### config.mk
export PLATFORM = sky130hd
export DESIGN_NAME = apb_mem_slave_p_flat
export DESIGN_NICKNAME = d
export VERILOG_FILES = /design/src/rtl/apb_mem_slave_p_if.sv /design/src/rtl/apb_mem_slave_p.sv /design/src/flat_wrapper.sv
export SDC_FILE = /design/constraint.sdc
export NUM_CORES = 1
export LEC_CHECK = 0
export CORE_MARGIN = 8
export CORE_UTILIZATION = 45
export CTS_BUF_LIST = sky130_fd_sc_hd__clkbuf_4
export CTS_CLUSTER_SIZE = 20
export DETAILED_ROUTE_END_ITERATION = 7
export GPL_TIMING_DRIVEN = 0
export PLACE_DENSITY = 0.65
export SLEW_MARGIN = 10
export SYNTH_ARGS = -nofsm -noshare
export SYNTH_HDL_FRONTEND = slang
export SYNTH_SLANG_ARGS = --single-unit
### constraint.sdc
create_clock -name PCLK -period 6.37 [get_ports PCLK]
set_input_delay 0.9555 -clock PCLK [delete_from_list [all_inputs] [get_ports PCLK]]
set_output_delay 0.9555 -clock PCLK [all_outputs]
set_load 0.01 [all_outputs]
### src/rtl/apb_mem_slave_p_if.sv
// APB3 bus bundle for apb_mem_slave_p: master drives the request side, slave returns data/ready/error.
interface apb_mem_slave_p_if #(
  parameter int DATA_W = 32,
  parameter int ADDR_W = 32
);
  localparam int NB = DATA_W / 8;

  logic              PSELx;
  logic              PENABLE;
  logic              PWRITE;
  logic [ADDR_W-1:0] PADDR;
  logic [DATA_W-1:0] PWDATA;
  logic [NB-1:0]     PSTRB;
  logic [DATA_W-1:0] PRDATA;
  logic              PREADY;
  logic              PSLVERR;

  modport master (output PSELx, PENABLE, PWRITE, PADDR, PWDATA, PSTRB,
                  input  PRDATA, PREADY, PSLVERR);
  modport slave  (input  PSELx, PENABLE, PWRITE, PADDR, PWDATA, PSTRB,
                  output PRDATA, PREADY, PSLVERR);
endinterface

### src/rtl/apb_mem_slave_p.sv
// APB3 scratch RAM slave: programmable wait states, range/alignment decode with PSLVERR.
// Define APB_SLV_PSTRB_EN for byte-strobe writes and the APB4 read-strobe error.
module apb_mem_slave_p #(
  parameter int                DATA_W      = 32,
  parameter int                ADDR_W      = 32,
  parameter int                DEPTH       = 8,
  parameter int                WAIT_STATES = 0,
  parameter logic [ADDR_W-1:0] BASE_ADDR   = '0
) (
  input logic              PCLK,
  input logic              PRESET,
  apb_mem_slave_p_if.slave apb
);
  localparam int NB = DATA_W / 8;
  localparam int LB = $clog2(NB);
  localparam int IW = $clog2(DEPTH);
  localparam logic [3:0] CNT_INIT = (WAIT_STATES > 0) ? 4'(WAIT_STATES - 1) : 4'd0;

  typedef enum logic [1:0] {S_IDLE, S_WAIT, S_RESP} state_t;

  state_t            state;
  logic [3:0]        cnt;
  logic [DATA_W-1:0] mem [DEPTH];

  logic [ADDR_W-1:0] off;
  logic [IW-1:0]     idx;
  logic              below, hi, mis, strb_err, err, commit;

  assign off   = apb.PADDR - BASE_ADDR;
  assign idx   = off[LB+IW-1:LB];
  assign below = apb.PADDR < BASE_ADDR;
  assign hi    = |off[ADDR_W-1:LB+IW];

  generate
    if (LB > 0) begin : g_mis
      assign mis = |off[LB-1:0];
    end else begin : g_nomis
      assign mis = 1'b0;
    end
  endgenerate

`ifdef APB_SLV_PSTRB_EN
  assign strb_err = ~apb.PWRITE & (|apb.PSTRB);
`else
  logic unused_pstrb;
  assign unused_pstrb = ^apb.PSTRB;
  assign strb_err     = 1'b0;
`endif

  assign err = below | hi | mis | strb_err;

  // The edge that moves the FSM into RESP is the one that commits the access.
  assign commit = apb.PSELx &
                  (((state == S_IDLE) & apb.PENABLE & (WAIT_STATES == 0)) |
                   ((state == S_WAIT) & (cnt == 4'd0)));

  always_ff @(posedge PCLK or negedge PRESET) begin
    if (!PRESET) begin
      state       <= S_IDLE;
      cnt         <= 4'd0;
      apb.PRDATA  <= '0;
      apb.PREADY  <= 1'b0;
      apb.PSLVERR <= 1'b0;
    end else begin
      if (commit) begin
        apb.PREADY  <= 1'b1;
        apb.PSLVERR <= err;
        if (!apb.PWRITE) apb.PRDATA <= err ? '0 : mem[idx];
      end
      case (state)
        S_IDLE: if (apb.PSELx && apb.PENABLE) begin
          if (WAIT_STATES == 0) state <= S_RESP;
          else begin
            state <= S_WAIT;
            cnt   <= CNT_INIT;
          end
        end
        S_WAIT: begin
          if (!apb.PSELx)        state <= S_IDLE;
          else if (cnt != 4'd0)  cnt   <= cnt - 4'd1;
          else                   state <= S_RESP;
        end
        S_RESP: begin
          state       <= S_IDLE;
          apb.PREADY  <= 1'b0;
          apb.PSLVERR <= 1'b0;
        end
        default: state <= S_IDLE;
      endcase
    end
  end

  // Storage is intentionally not reset; the PRESET gate drops a write racing a reset.
  always_ff @(posedge PCLK) begin
    if (commit && PRESET && apb.PWRITE && !err) begin
`ifdef APB_SLV_PSTRB_EN
      for (int b = 0; b < NB; b++)
        if (apb.PSTRB[b]) mem[idx][b*8 +: 8] <= apb.PWDATA[b*8 +: 8];
`else
      mem[idx] <= apb.PWDATA;
`endif
    end
  end

endmodule
### src/flat_wrapper.sv
// flat-port wrapper written by rule: the top's interface ports become plain ports
module apb_mem_slave_p_flat 
#(
  parameter int                DATA_W      = 32,
  parameter int                ADDR_W      = 32,
  parameter int                DEPTH       = 8,
  parameter int                WAIT_STATES = 0,
  parameter logic [ADDR_W-1:0] BASE_ADDR   = '0
)
  (PCLK, PRESET, apb_PSELx, apb_PENABLE, apb_PWRITE, apb_PADDR, apb_PWDATA, apb_PSTRB, apb_PRDATA, apb_PREADY, apb_PSLVERR);
  apb_mem_slave_p_if #(.DATA_W(DATA_W), .ADDR_W(ADDR_W)) apb_i ();
  input logic PCLK;
  input logic PRESET;
  input wire logic [$bits(apb_i.PSELx)-1:0] apb_PSELx;
  input wire logic [$bits(apb_i.PENABLE)-1:0] apb_PENABLE;
  input wire logic [$bits(apb_i.PWRITE)-1:0] apb_PWRITE;
  input wire logic [$bits(apb_i.PADDR)-1:0] apb_PADDR;
  input wire logic [$bits(apb_i.PWDATA)-1:0] apb_PWDATA;
  input wire logic [$bits(apb_i.PSTRB)-1:0] apb_PSTRB;
  output wire logic [$bits(apb_i.PRDATA)-1:0] apb_PRDATA;
  output wire logic [$bits(apb_i.PREADY)-1:0] apb_PREADY;
  output wire logic [$bits(apb_i.PSLVERR)-1:0] apb_PSLVERR;
  assign apb_i.PSELx = apb_PSELx;
  assign apb_i.PENABLE = apb_PENABLE;
  assign apb_i.PWRITE = apb_PWRITE;
  assign apb_i.PADDR = apb_PADDR;
  assign apb_i.PWDATA = apb_PWDATA;
  assign apb_i.PSTRB = apb_PSTRB;
  assign apb_PRDATA = apb_i.PRDATA;
  assign apb_PREADY = apb_i.PREADY;
  assign apb_PSLVERR = apb_i.PSLVERR;
  apb_mem_slave_p #(.DATA_W(DATA_W), .ADDR_W(ADDR_W), .DEPTH(DEPTH), .WAIT_STATES(WAIT_STATES), .BASE_ADDR(BASE_ADDR)) u_core (.PCLK(PCLK), .PRESET(PRESET), .apb(apb_i));
endmodule
Word level (Yosys, flattened, before mapping)
Memories as Yosys holds them, arrays and structs flattened.
Cells that the tools add are included.
{"block": "classes", "n_addsub": 1, "order_cmp": 1, "eq_ne": 4, "muxes": 11, "bitwise": 7, "reduce_logical": 14}
{"op": "less-than comparator 32 x 1 -> 1 bit (second input constant)", "count": 1}
{"op": "2-to-1 mux 32 bit", "count": 1}
{"op": "OR reduction 27 bit", "count": 1}
{"op": "2-to-1 mux 1 bit", "count": 6}
{"op": "2-to-1 mux 2 bit", "count": 3}
{"op": "logical AND 1 bit", "count": 4}
{"op": "zero test 4 bit", "count": 1}
{"op": "case mux 2 bit (2 select lines)", "count": 1}
{"op": "AND reduction 2 bit", "count": 2}
{"op": "nonzero test 4 bit", "count": 1}
{"op": "subtractor 4 x 1 -> 4 bit (second input constant)", "count": 1}
{"op": "bitwise AND 1 bit", "count": 3}
{"op": "!= test 3 bit (second input constant)", "count": 1}
{"op": "OR 1 bit", "count": 3}
{"op": "AND reduction 3 bit", "count": 1}
{"op": "== test 2 x 1 -> 1 bit (second input constant)", "count": 1}
{"op": "== test 2 bit (second input constant)", "count": 1}
{"op": "zero test 2 bit", "count": 1}
{"op": "!= test 2 bit (second input constant)", "count": 1}
{"op": "nonzero test 2 bit", "count": 1}
{"op": "OR reduction 2 bit", "count": 1}
{"op": "zero test 1 bit", "count": 1}
{"op": "NOT 1 bit", "count": 1}
{"block": "word_totals", "regBits": 40, "mem_bits_rw": 256, "output_inout_bits": 34, "n_memories": 1}
{"name": "u_core.mem", "depth": 8, "word_bits": 32, "rd": 1, "rd_clocked_by_memory_dff": 0, "wr": 1, "line_no": "apb_mem_slave_p.sv:23", "source": "logic [DATA_W-1:0] mem [DEPTH];"}

Depth between registers and ports, before layout
{"block": "logic_depth", "ltp_word": 9, "ltp_mapped": 6}

Least setup slack after synthesis
Ideal clock, no wire load.
{"block": "synth_path", "kind": "in2reg", "from": "input apb_PADDR[6]", "to": "memory u_core.mem[0][0], enable pin", "t_arrival_ns": 5.167, "path_slack_ns": 0.690, "path_stages": 5, "n_path_buf": 1, "path_cell_list": "nor4_1 -> nand4_1 -> or2_1 -> clkbuf_1 -> nor4b_1"}
{"block": "synth_via", "elab_chain_cells": 7}
{"item": "start, declared", "line_no": "flat_wrapper.sv:17", "source": "input wire logic [$bits(apb_i.PADDR)-1:0] apb_PADDR;"}
{"item": "less-than comparator 32 x 1 -> 1 bit / OR reduction 27 bit (equally long branches)", "line_no": "apb_mem_slave_p.sv:31, apb_mem_slave_p.sv:32"}
{"item": "OR 1 bit * (2 in series)", "line_no": "apb_mem_slave_p.sv:50", "source": "assign err = below | hi | mis | strb_err;"}
{"item": "zero test 1 bit *", "line_no": "apb_mem_slave_p.sv:95", "source": "if (commit && PRESET && apb.PWRITE && !err) begin"}
{"item": "logical AND 1 bit *", "line_no": "apb_mem_slave_p.sv:95"}
{"item": "2-to-1 mux 1 bit *", "line_no": "apb_mem_slave_p.sv:95"}
{"item": "2-to-1 mux 1 bit (implied by the code) *", "line_no": "apb_mem_slave_p.sv:100", "source": "mem[idx] <= apb.PWDATA;"}
{"item": "end, declared", "line_no": "apb_mem_slave_p.sv:23"}
Mark *: on every way between the ends. The rest lies on a longest branch, timed or not.

Final worst setup path
{"block": "layout_path", "from": "input apb_PADDR[25]", "to": "memory u_core.mem[7][5], enable pin"}
Same word-level chain as after synthesis.

==> qor.csv <==
metric,value,unit
status,"finished, final reports clean",
p_leak,4.80,nW
wl,24.1,mm
rsz0062_at_grt,false,
io_pins,107,
insertion_delay,0.65,ns
r2r-start,u_core.state[1]$_DFFE_PN0P_,
synthMuxAreaShare,16.1,%
path_clk_slew,0.07,ns
row_count,57,
reg2reg_slack,3.64,ns
die_h,172,um
cp-start-kind,input pin,
die_area,29600,sq um
path_depth,9,
synth-xor-area-share,0,%
cts-buffers-inserted,75,
crit_buf_inv,5,
r2r.worst_path.cells,6,
synth_compound_area_share,1.55,%
gp_congestion,0.821,
fin_skew,0.0283,ns
period_needed,3.49,ns
cts_tree,done,
power,0.00381,W
syn-instance-count,513,
worstSetupPathType,in -> reg,
synth-adder-area-share,0,%
final_common_cell,edfxtp_1,
drt_iter0_drc,408,
relSlewSlack,36.5,%
finalHoldViolCount,0,
drive_gt1_share,32.5,%
wl_per_cell,21.5,um
worstMarginPinSlew,0.952,ns
post-cts-setup-buffer-count,0,
crit_end,u_core.mem[7][5]$_DFFE_PP_,
ir_drop,0.160,mV
worst_r2r_endpoint,u_core.mem[7][5]$_DFFE_PP_,
synth_cell_types,23,
synth.ff_latch_count,291,
place_worst_setup_slack,2.14,ns
area_growth,25.4,%
first_pass_iters,4,
grt.overflow.total,0,
track_usage,17.0,%
place_hpwl,16.8,mm
timing.fmax,0.287,GHz
crit_fanout,8,
nNetsFinal,811,
drt.antenna.violating_nets,0,
crit_start,apb_PADDR[25],
num_vias,5772,
cts_buffer_depth,3,
via_per_inst,5.15,
drv_slew,0,
setup_viol,0,
avgSynthCellArea,21.4,sq um
crit_top_cell,buf_4,
antenna_found_initial,1,
min_period_over_period,54.7,%
clock_sinks,291,
mostFrequentLayoutCells,"256 x edfxtp_1, 118 x clkbuf_4, 98 x clkdlybuf4s50_1",
grt_pass1_wl,37.1,mm
finalNonFillerCells,1120,
setup_tns,0,ns
drc,0,
synth_nets,586,
cts_resized,0,
setup_slack,2.88,ns
maxCapViolations,0,
initial_core_util,45.4,%
crit_chain,"clkdlybuf4s50_1, nor4_1, nand4_1, or2_1, clkbuf_1, nor4_2, buf_4, buf_4, buf_4",
power.density,277,nW/um^2
max_stage_delay,0.78,ns
cts_root_buf,clkbuf_4,
min_path_type,in -> async,
critPathRequiredTime,6.72,ns
crit_path_end_kind,register,
htreeDepth,3,
seq_area_frac_synth,78.2,%
synthSimpleGateAreaFrac,2.78,%
die_x,172,um
core-area,24100,sq um
synth_top_family_by_area,multiplexers,
place_inst,985,
synth_area,11000,sq um
cp_data_arrival_time,3.83,ns
fillCellCount,1938,
ys_warn_count,0,
antenna_cells,0,
io_buffers,99,
grt_max_degree,27,
postCtsHoldBufs,0,
critPathTopFamily,simple AND/OR/NAND/NOR gates,
first_global_vias,6482,
slowest_stage,nor4_2,
## sequential cells by signal, indices dropped and copies added (netlist names)
register,cells
u_core.apb.PRDATA,32
u_core.apb.PREADY,1
u_core.apb.PSLVERR,1
u_core.mem,256
u_core.state,1
## power breakdown
group / switching [W] / internal (W)
clock: 0.000715 / 0.000839
combinational: 0.0000851 / 0.0000892
sequential: 0.00000116 / 0.00208
total: 0.000802 / 0.00300
## metrics by stage
stage	utilization (%)	hold slack [ns]	cell area [sq um]
after floorplan	-	0.442	11000
final	57.0	0.200	13700
after detailed placement	53.0	0.468	12800
after CTS	57.0	0.168	13700
after global routing	57.0	0.156	13700
after global placement	51.2	0.454	12400
## worst register-to-register path, stage by stage, from the launching register on
cell and delay [ns]:
dfrtp_1 0.40, nor2_1 0.17, nand3_1 0.39, nor4_2 0.82, buf_4 0.29, buf_4 0.19
buf_4 0.17
## final cells by class
| type | count | area (sq um) | area share [%] |
|---|---|---|---|
| Sequential cell | 291 | 8560 | 62.3 |
| Multi-Input combinational cell | 193 | 2290 | 16.6 |
| Timing Repair Buffer | 148 | 1370 | 9.99 |
| Clock buffer | 118 | 886 | 6.45 |
| Tap cell | 324 | 405 | 2.95 |
| Buffer | 28 | 153 | 1.11 |
| Clock inverter | 17 | 65.1 | 0.474 |
| Inverter | 1 | 3.75 | 0.0273 |
## synthesized netlist by cell type
| cell | number | area (sq um) |
|---|---|---|
| or2_1 | 1 | 6.26 |
| nor2_1 | 4 | 15.0 |
| mux4_2 | 64 | 1440 |
| dfrtp_1 | 35 | 876 |
| o21ai_1 | 32 | 160 |
| nand4_1 | 2 | 12.5 |
| nand2_1 | 34 | 128 |
| buf_1 | 3 | 11.3 |
| a21oi_1 | 2 | 10.0 |
| buf_4 | 1 | 7.51 |
| buf_2 | 11 | 55.1 |
| nor3_1 | 3 | 15.0 |
| inv_1 | 1 | 3.75 |
| or3_4 | 1 | 11.3 |
| nor4b_1 | 2 | 17.5 |
| clkbuf_1 | 9 | 33.8 |
| nand2b_1 | 2 | 12.5 |
| nor4_1 | 12 | 75.1 |
| edfxtp_1 | 256 | 7690 |
| mux2i_1 | 32 | 320 |
| or3_1 | 1 | 6.26 |
| buf_6 | 4 | 45.0 |
| nand3_1 | 1 | 5.00 |
## worst min-delay path by stage
stage          cells after the start  slack [ns]                         from                           endpoint
4_1_cts                            1        0.17                       PRESET  u_core.apb.PRDATA[16]$_DFFE_PN0P_
5_1_grt                            1        0.16                       PRESET  u_core.apb.PRDATA[16]$_DFFE_PN0P_
2_1_floorplan                      1        0.44  u_core.state[1]$_DFFE_PN0P_      u_core.apb.PREADY$_DFFE_PN0P_
3_3_place_gp                       1        0.45  u_core.state[1]$_DFFE_PN0P_      u_core.apb.PREADY$_DFFE_PN0P_
6_report                           1        0.20                       PRESET  u_core.apb.PRDATA[15]$_DFFE_PN0P_
3_5_place_dp                       1        0.47  u_core.state[1]$_DFFE_PN0P_      u_core.apb.PREADY$_DFFE_PN0P_
## cells by family after synthesis
logic type | count (synthesis)
AND/OR/NAND/NOR | 63
flip-flops | 291
buffers and inverters | 29
AO/OA/AOI/OAI | 34
multiplexers | 96
## per-layer routing
metal,vias to the layer above,wire length [um],global-route usage [%],share of wire (%)
li1,2613,-,-,-
met1,2905,9480,21.0,39
met2,213,12000,28.1,50
met3,39,2240,5.43,9.3
met4,2,362,5.73,1.5
met5,-,13,0,0.054
Note: power is estimated with default switching activity, not from simulation.
